## config.mk

```make
export PLATFORM = sky130hd
export DESIGN_NAME = uart_rx_cfg
export DESIGN_NICKNAME = d
export VERILOG_FILES = /design/src/rtl/uart_pkg.sv /design/src/rtl/uart_sync.sv /design/src/rtl/uart_rx_cfg.sv
export SDC_FILE = /design/constraint.sdc
export NUM_CORES = 1
export LEC_CHECK = 0
export ABC_AREA = 1
export ABC_CLOCK_PERIOD_IN_PS = 4600
export BUFFER_PORTS_ARGS = -buffer_cell sky130_fd_sc_hd__clkbuf_2
export CAP_MARGIN = 40
export CORE_ASPECT_RATIO = 0.75
export CORE_MARGIN = 3
export CORE_UTILIZATION = 35
export DETAILED_ROUTE_END_ITERATION = 8
export SETUP_SLACK_MARGIN = 0.5
export SLEW_MARGIN = 0
export SYNTH_ARGS = -nofsm -noshare
export SYNTH_HDL_FRONTEND = slang
export SYNTH_SLANG_ARGS = --single-unit
```

## constraint.sdc

```tcl
create_clock -name clk -period 4.6 [get_ports clk]
set_input_delay 0.92 -clock clk [delete_from_list [all_inputs] [get_ports clk]]
set_output_delay 0.92 -clock clk [all_outputs]
set_load 0.005 [all_outputs]
```

## src/rtl/uart_pkg.sv

```systemverilog
// uart_pkg: shared UART parity encodings, receiver states and data-length clamp
package uart_pkg;
    localparam logic [1:0] PAR_NONE = 2'b00;
    localparam logic [1:0] PAR_EVEN = 2'b01;
    localparam logic [1:0] PAR_ODD  = 2'b10;

    typedef enum logic [2:0] {LINE_WAIT, IDLE, START, DATA, PARITY, STOP} state_t;

    function automatic int clamp_dbits(input int d, input int max_bits);
        return d < 5 ? 5 : (d > max_bits ? max_bits : d);
    endfunction
endpackage

```

## src/rtl/uart_sync.sv

```systemverilog
// uart_sync: multi-flop synchroniser for the idle-high serial line
module uart_sync #(
    parameter int STAGES = 2
) (
    input  logic clk,
    input  logic reset_n,
    input  logic d,
    output logic q
);
    logic [STAGES-1:0] ff;

    always_ff @(posedge clk or negedge reset_n)
        if (!reset_n) ff <= '1;
        else ff <= {ff[STAGES-2:0], d};

    assign q = ff[STAGES-1];
endmodule

```

## src/rtl/uart_rx_cfg.sv

```systemverilog
// uart_rx_cfg: oversampling UART receiver with runtime length/parity/stop config
module uart_rx_cfg
    import uart_pkg::*;
#(
    parameter int DBITS       = 8,
    parameter int OVS         = 16,
    parameter int SYNC_STAGES = 2
) (
    input  logic                       clk,
    input  logic                       reset_n,
    input  logic                       rx,
    input  logic                       s_tick,
    input  logic [$clog2(DBITS+1)-1:0] cfg_dbits,
    input  logic [1:0]                 cfg_parity,
    input  logic                       cfg_stop2,
    output logic                       rx_valid,
    output logic [DBITS-1:0]           rx_dout,
    output logic                       parity_err,
    output logic                       frame_err,
    output logic                       break_det
);
    localparam int NW = $clog2(DBITS + 1);
    localparam int CW = $clog2(OVS);
    localparam logic [CW-1:0] S_LO  = CW'(OVS / 2 - 1);
    localparam logic [CW-1:0] S_MID = CW'(OVS / 2);
    localparam logic [CW-1:0] S_EV  = CW'(OVS / 2 + 1);
    localparam logic [CW-1:0] S_END = CW'(OVS - 1);

    state_t state, state_nxt;
    logic rxs, maj, tick_eval, tick_end, par_en, last_data, done, start;
    logic stop2_q, par_acc, ferr_acc, zero_acc;
    logic [CW-1:0] s_cnt;
    logic [NW-1:0] n, dbits_q;
    logic [1:0] par_q, samp;
    logic [DBITS-1:0] shreg;

    uart_sync #(.STAGES(SYNC_STAGES)) u_sync (.clk(clk), .reset_n(reset_n), .d(rx), .q(rxs));

    // the third sample is the live rxs on the evaluation tick
    assign maj       = (samp[1] & samp[0]) | (samp[1] & rxs) | (samp[0] & rxs);
    assign tick_eval = s_tick && s_cnt == S_EV;
    assign tick_end  = s_tick && s_cnt == S_END;
    assign par_en    = par_q == PAR_EVEN || par_q == PAR_ODD;
    assign last_data = n == dbits_q - NW'(1);
    assign done      = state == STOP && tick_eval && (!stop2_q || n != '0);
    assign start     = state == IDLE && !rxs;

    always_ff @(posedge clk or negedge reset_n)
        if (!reset_n) state <= LINE_WAIT;
        else state <= state_nxt;

    always_comb begin
        state_nxt = state;
        case (state)
            LINE_WAIT: state_nxt = rxs ? IDLE : LINE_WAIT;
            IDLE:      state_nxt = rxs ? IDLE : START;
            START:     state_nxt = tick_eval && maj ? IDLE : (tick_end ? DATA : START);
            DATA:      state_nxt = tick_end && last_data ? (par_en ? PARITY : STOP) : DATA;
            PARITY:    state_nxt = tick_end ? STOP : PARITY;
            STOP:      state_nxt = !done ? STOP : (zero_acc && !maj ? LINE_WAIT : IDLE);
            default:   state_nxt = LINE_WAIT;
        endcase
    end

    always_ff @(posedge clk or negedge reset_n) begin
        if (!reset_n) begin
            s_cnt      <= '0;
            n          <= '0;
            samp       <= '0;
            shreg      <= '0;
            dbits_q    <= '0;
            par_q      <= '0;
            stop2_q    <= 1'b0;
            par_acc    <= 1'b0;
            ferr_acc   <= 1'b0;
            zero_acc   <= 1'b0;
            rx_valid   <= 1'b0;
            rx_dout    <= '0;
            parity_err <= 1'b0;
            frame_err  <= 1'b0;
            break_det  <= 1'b0;
        end else begin
            rx_valid <= done;
            if (start) begin
                s_cnt    <= '0;
                n        <= '0;
                samp     <= '0;
                shreg    <= '0;
                par_acc  <= 1'b0;
                ferr_acc <= 1'b0;
                zero_acc <= 1'b1;
                dbits_q  <= NW'(clamp_dbits(32'(cfg_dbits), DBITS));
                par_q    <= cfg_parity;
                stop2_q  <= cfg_stop2;
            end else if (s_tick && state inside {START, DATA, PARITY, STOP}) begin
                s_cnt <= tick_end ? '0 : s_cnt + 1'b1;
                if (s_cnt == S_LO || s_cnt == S_MID) samp <= {samp[0], rxs};
                if (tick_end) n <= (state == DATA && !last_data) || state == STOP ? n + 1'b1 : '0;
                if (tick_eval) begin
                    zero_acc <= zero_acc & ~maj;
                    if (state == DATA) shreg <= {maj, shreg[DBITS-1:1]};
                    if (state == DATA || state == PARITY) par_acc <= par_acc ^ maj;
                    if (state == STOP) ferr_acc <= ferr_acc | ~maj;
                end
            end
            // bits enter at the MSB, so shift the frame down to right-align it
            if (done) begin
                rx_dout    <= shreg >> (DBITS - int'(dbits_q));
                parity_err <= par_en && (par_acc != (par_q == PAR_ODD));
                frame_err  <= ferr_acc | ~maj;
                break_det  <= zero_acc & ~maj;
            end
        end
    end
endmodule
```

==> run metrics <==
status complete, no violations; leak pwr 1.46 nW; ys flop type dfrtp_1; placement row count 26; share of cells above drive strength 1 17.8%; fin crit share 45.9%; DR top layer met4; Synth area leader dfrtp_1; Slew @ Worst Pin 587 ps; Area Growth Syn to Fin 10.7%; hold_buf cts 0; DRC Markers 0; clock skew 9.79 ps; CORE AREA 6960 um^2; synthesized area per cell 7.89 um^2; Vias 2102; maximum clock path buffer count 2; Syn Inst Count 325; slowest cell on the critical path dfrtp_1; register area share after synthesis 44.0%; die width 105 um; unrepaired setup endpoints after global routing false; number of setup buffers added after CTS 0; Synth Cell Area 2560 um^2; Synthesis Warnings 0; Setup TNS 0 ps; Vias/cell 4.70; Synth top area share 42.0%; Syn Nets 343; Peak VDD IR 0.000258 V; I/O Pins 23; commonest non-fill, non-tap cell in the layout nand2_1; Yosys cell types 39; Yosys reg bits 45; H-tree depth 2; DR iter-0 viols 147; Final Hold Slack 360 ps; dpl ws 2500 ps; largest net degree at the start of global routing 46; TritonCTS Buffers 5; min-delay worst type register to register; vias in the first global route 1836; Max Freq 0.474 GHz; initial cell density of the core 36.8%; register clock-pin slew on the reported worst setup and hold paths 80 ps; min Tclk post-route 2110 ps; CP Max Fanout 12; Setup-failing EPs final 0; Port Buffer Count 22; initial antenna violation count 0; DRT Pass-1 Iters 4; routed wl met2 2.26 mm; total global routing overflow 0; crit start category register; Post-synth ARST share 100%; Root Buffer clkbuf_8; Final Hold Viols 0; CP bufs+invs 2; cell mode on critical path nand2_1; Util after Layout 40.8%; DP Wirelength 4.15 mm; die footprint 8400 um^2; WP depth 11; first-pass GRT wire length 9.27 mm; Metal-1 WL 3.01 mm; Worst Path Required 4790 ps; delay of the slowest critical-path stage 510 ps; Layout fillers 741; WHS Path Cells 0; most frequent cells in the layout nand2_1 (110), dfrtp_1 (43), nand3_1 (31), inv_1 (29), clkbuf_2 (22); final WL 5.57 mm; Pwr Density 514 nW/um^2; post-CTS sizing 0; CP top delay family simple AND/OR/NAND/NOR gates; count of clock tree sinks 45; nature of the critical path endpoint register; final antenna-violating net count 0; Post-synth EDFFs 0; GPL Wtd Cong 0.832; CP Data Arrival Time 2300 ps; Reg2Reg Depth 11; Antenna diodes 0; later-pin clock latency in the skew report 290 ps; met3 WL post-DR 267 um; Die Ht 80.1 um; crit path kind register to register; Slew headroom 60.8%; Final Max Tran Viols 0; Max-cap violations 0; Synth area leaders dfrtp_1 (42%), nand2_1 (16%), nand3_1 (6.1%), inv_1 (4.2%), ha_1 (3.4%); Final #Nets 366; CTS tree built; crit path cell chain inv_1 -> ha_1 -> inv_2 -> nand2_1 -> nand4_1 -> nor2_1 -> nand2_1 -> nand2_1 -> nand2_1 -> nand2_1 -> nand2_1; Total GRT Usage 13.7%; WL/cell 12.5 um; final worst slack 2490 ps
## report_power, final
part	internal, W	switching (W)
logic	0.000197	0.000440
registers	0.000487	0.0000968
clock network	0.000108	0.000132
## stage by stage
step                      power, W  instance area (um^2)  cells
final                      0.00146                  2840    447
after floorplan            0.00109                  2560    325
after global routing       0.00159                  2840    447
after global placement     0.00122                  2760    439
after CTS                  0.00147                  2840    447
after detailed placement   0.00123                  2760    439
## final cells by class
type                       instances  area, um^2  share of cell area (%)
timing repair buffer              23         118                    4.14
inverter                          37         143                    5.02
multi-input combinational        236        1250                    43.9
sequential                        45        1130                    39.8
tap                               98         123                    4.32
clock buffer                       8        80.1                    2.82
## cell families after synthesis
kind of cell | after synthesis | synth area share (%)
simple gates | 183 | 34.0
compound gates | 43 | 10.2
fa+ha+maj | 7 | 3.42
buf+inv | 44 | 7.32
flops | 45 | 44.0
xor+xnor | 3 | 1.03
## metal layers
metal,vias up,track usage (%)
met4,0,3.01
met1,960,21.0
met2,42,19.7
met3,5,2.97
li1,1095,-
met5,-,0
## final timing paths
path | from | to | slack, ps
max | dbits_q[0] | n[3] | 2490
min in group asynchronous | reset_n | rx_dout[4] | 710
max reg2reg | dbits_q[0] | n[3] | 2490
max in group asynchronous | reset_n | shreg[4] | 3490
min | u_sync.ff[0] | u_sync.ff[1] | 360
min reg2reg | u_sync.ff[0] | u_sync.ff[1] | 360
## Yosys cell counts, types with 2 or more instances
master and instances:
nor2_4 2, buf_4 2, o21ai_2 3, nand4_4 2
nand2_1 110, nor2_1 17, nand2_2 8, xnor2_1 2
buf_2 3, inv_1 29, o22ai_1 2, inv_2 6
a21oi_1 12, ha_1 7, dfrtp_1 43, nand2_4 2
nand4_1 5, o21ai_0 17, dfstp_2 2, nand3_1 31
o31ai_1 2
## sequential cells by signal, summed over array words and instances (netlist names)
name and flops:
break_det 1, dbits_q 4, ferr_acc 1, frame_err 1
n 4, par_acc 1, par_q 2, parity_err 1
rx_dout 8, rx_valid 1, s_cnt 4, samp 2
shreg 8, state 3, stop2_q 1, u_sync.ff 2
zero_acc 1
(Power assumes the default switching activity.)
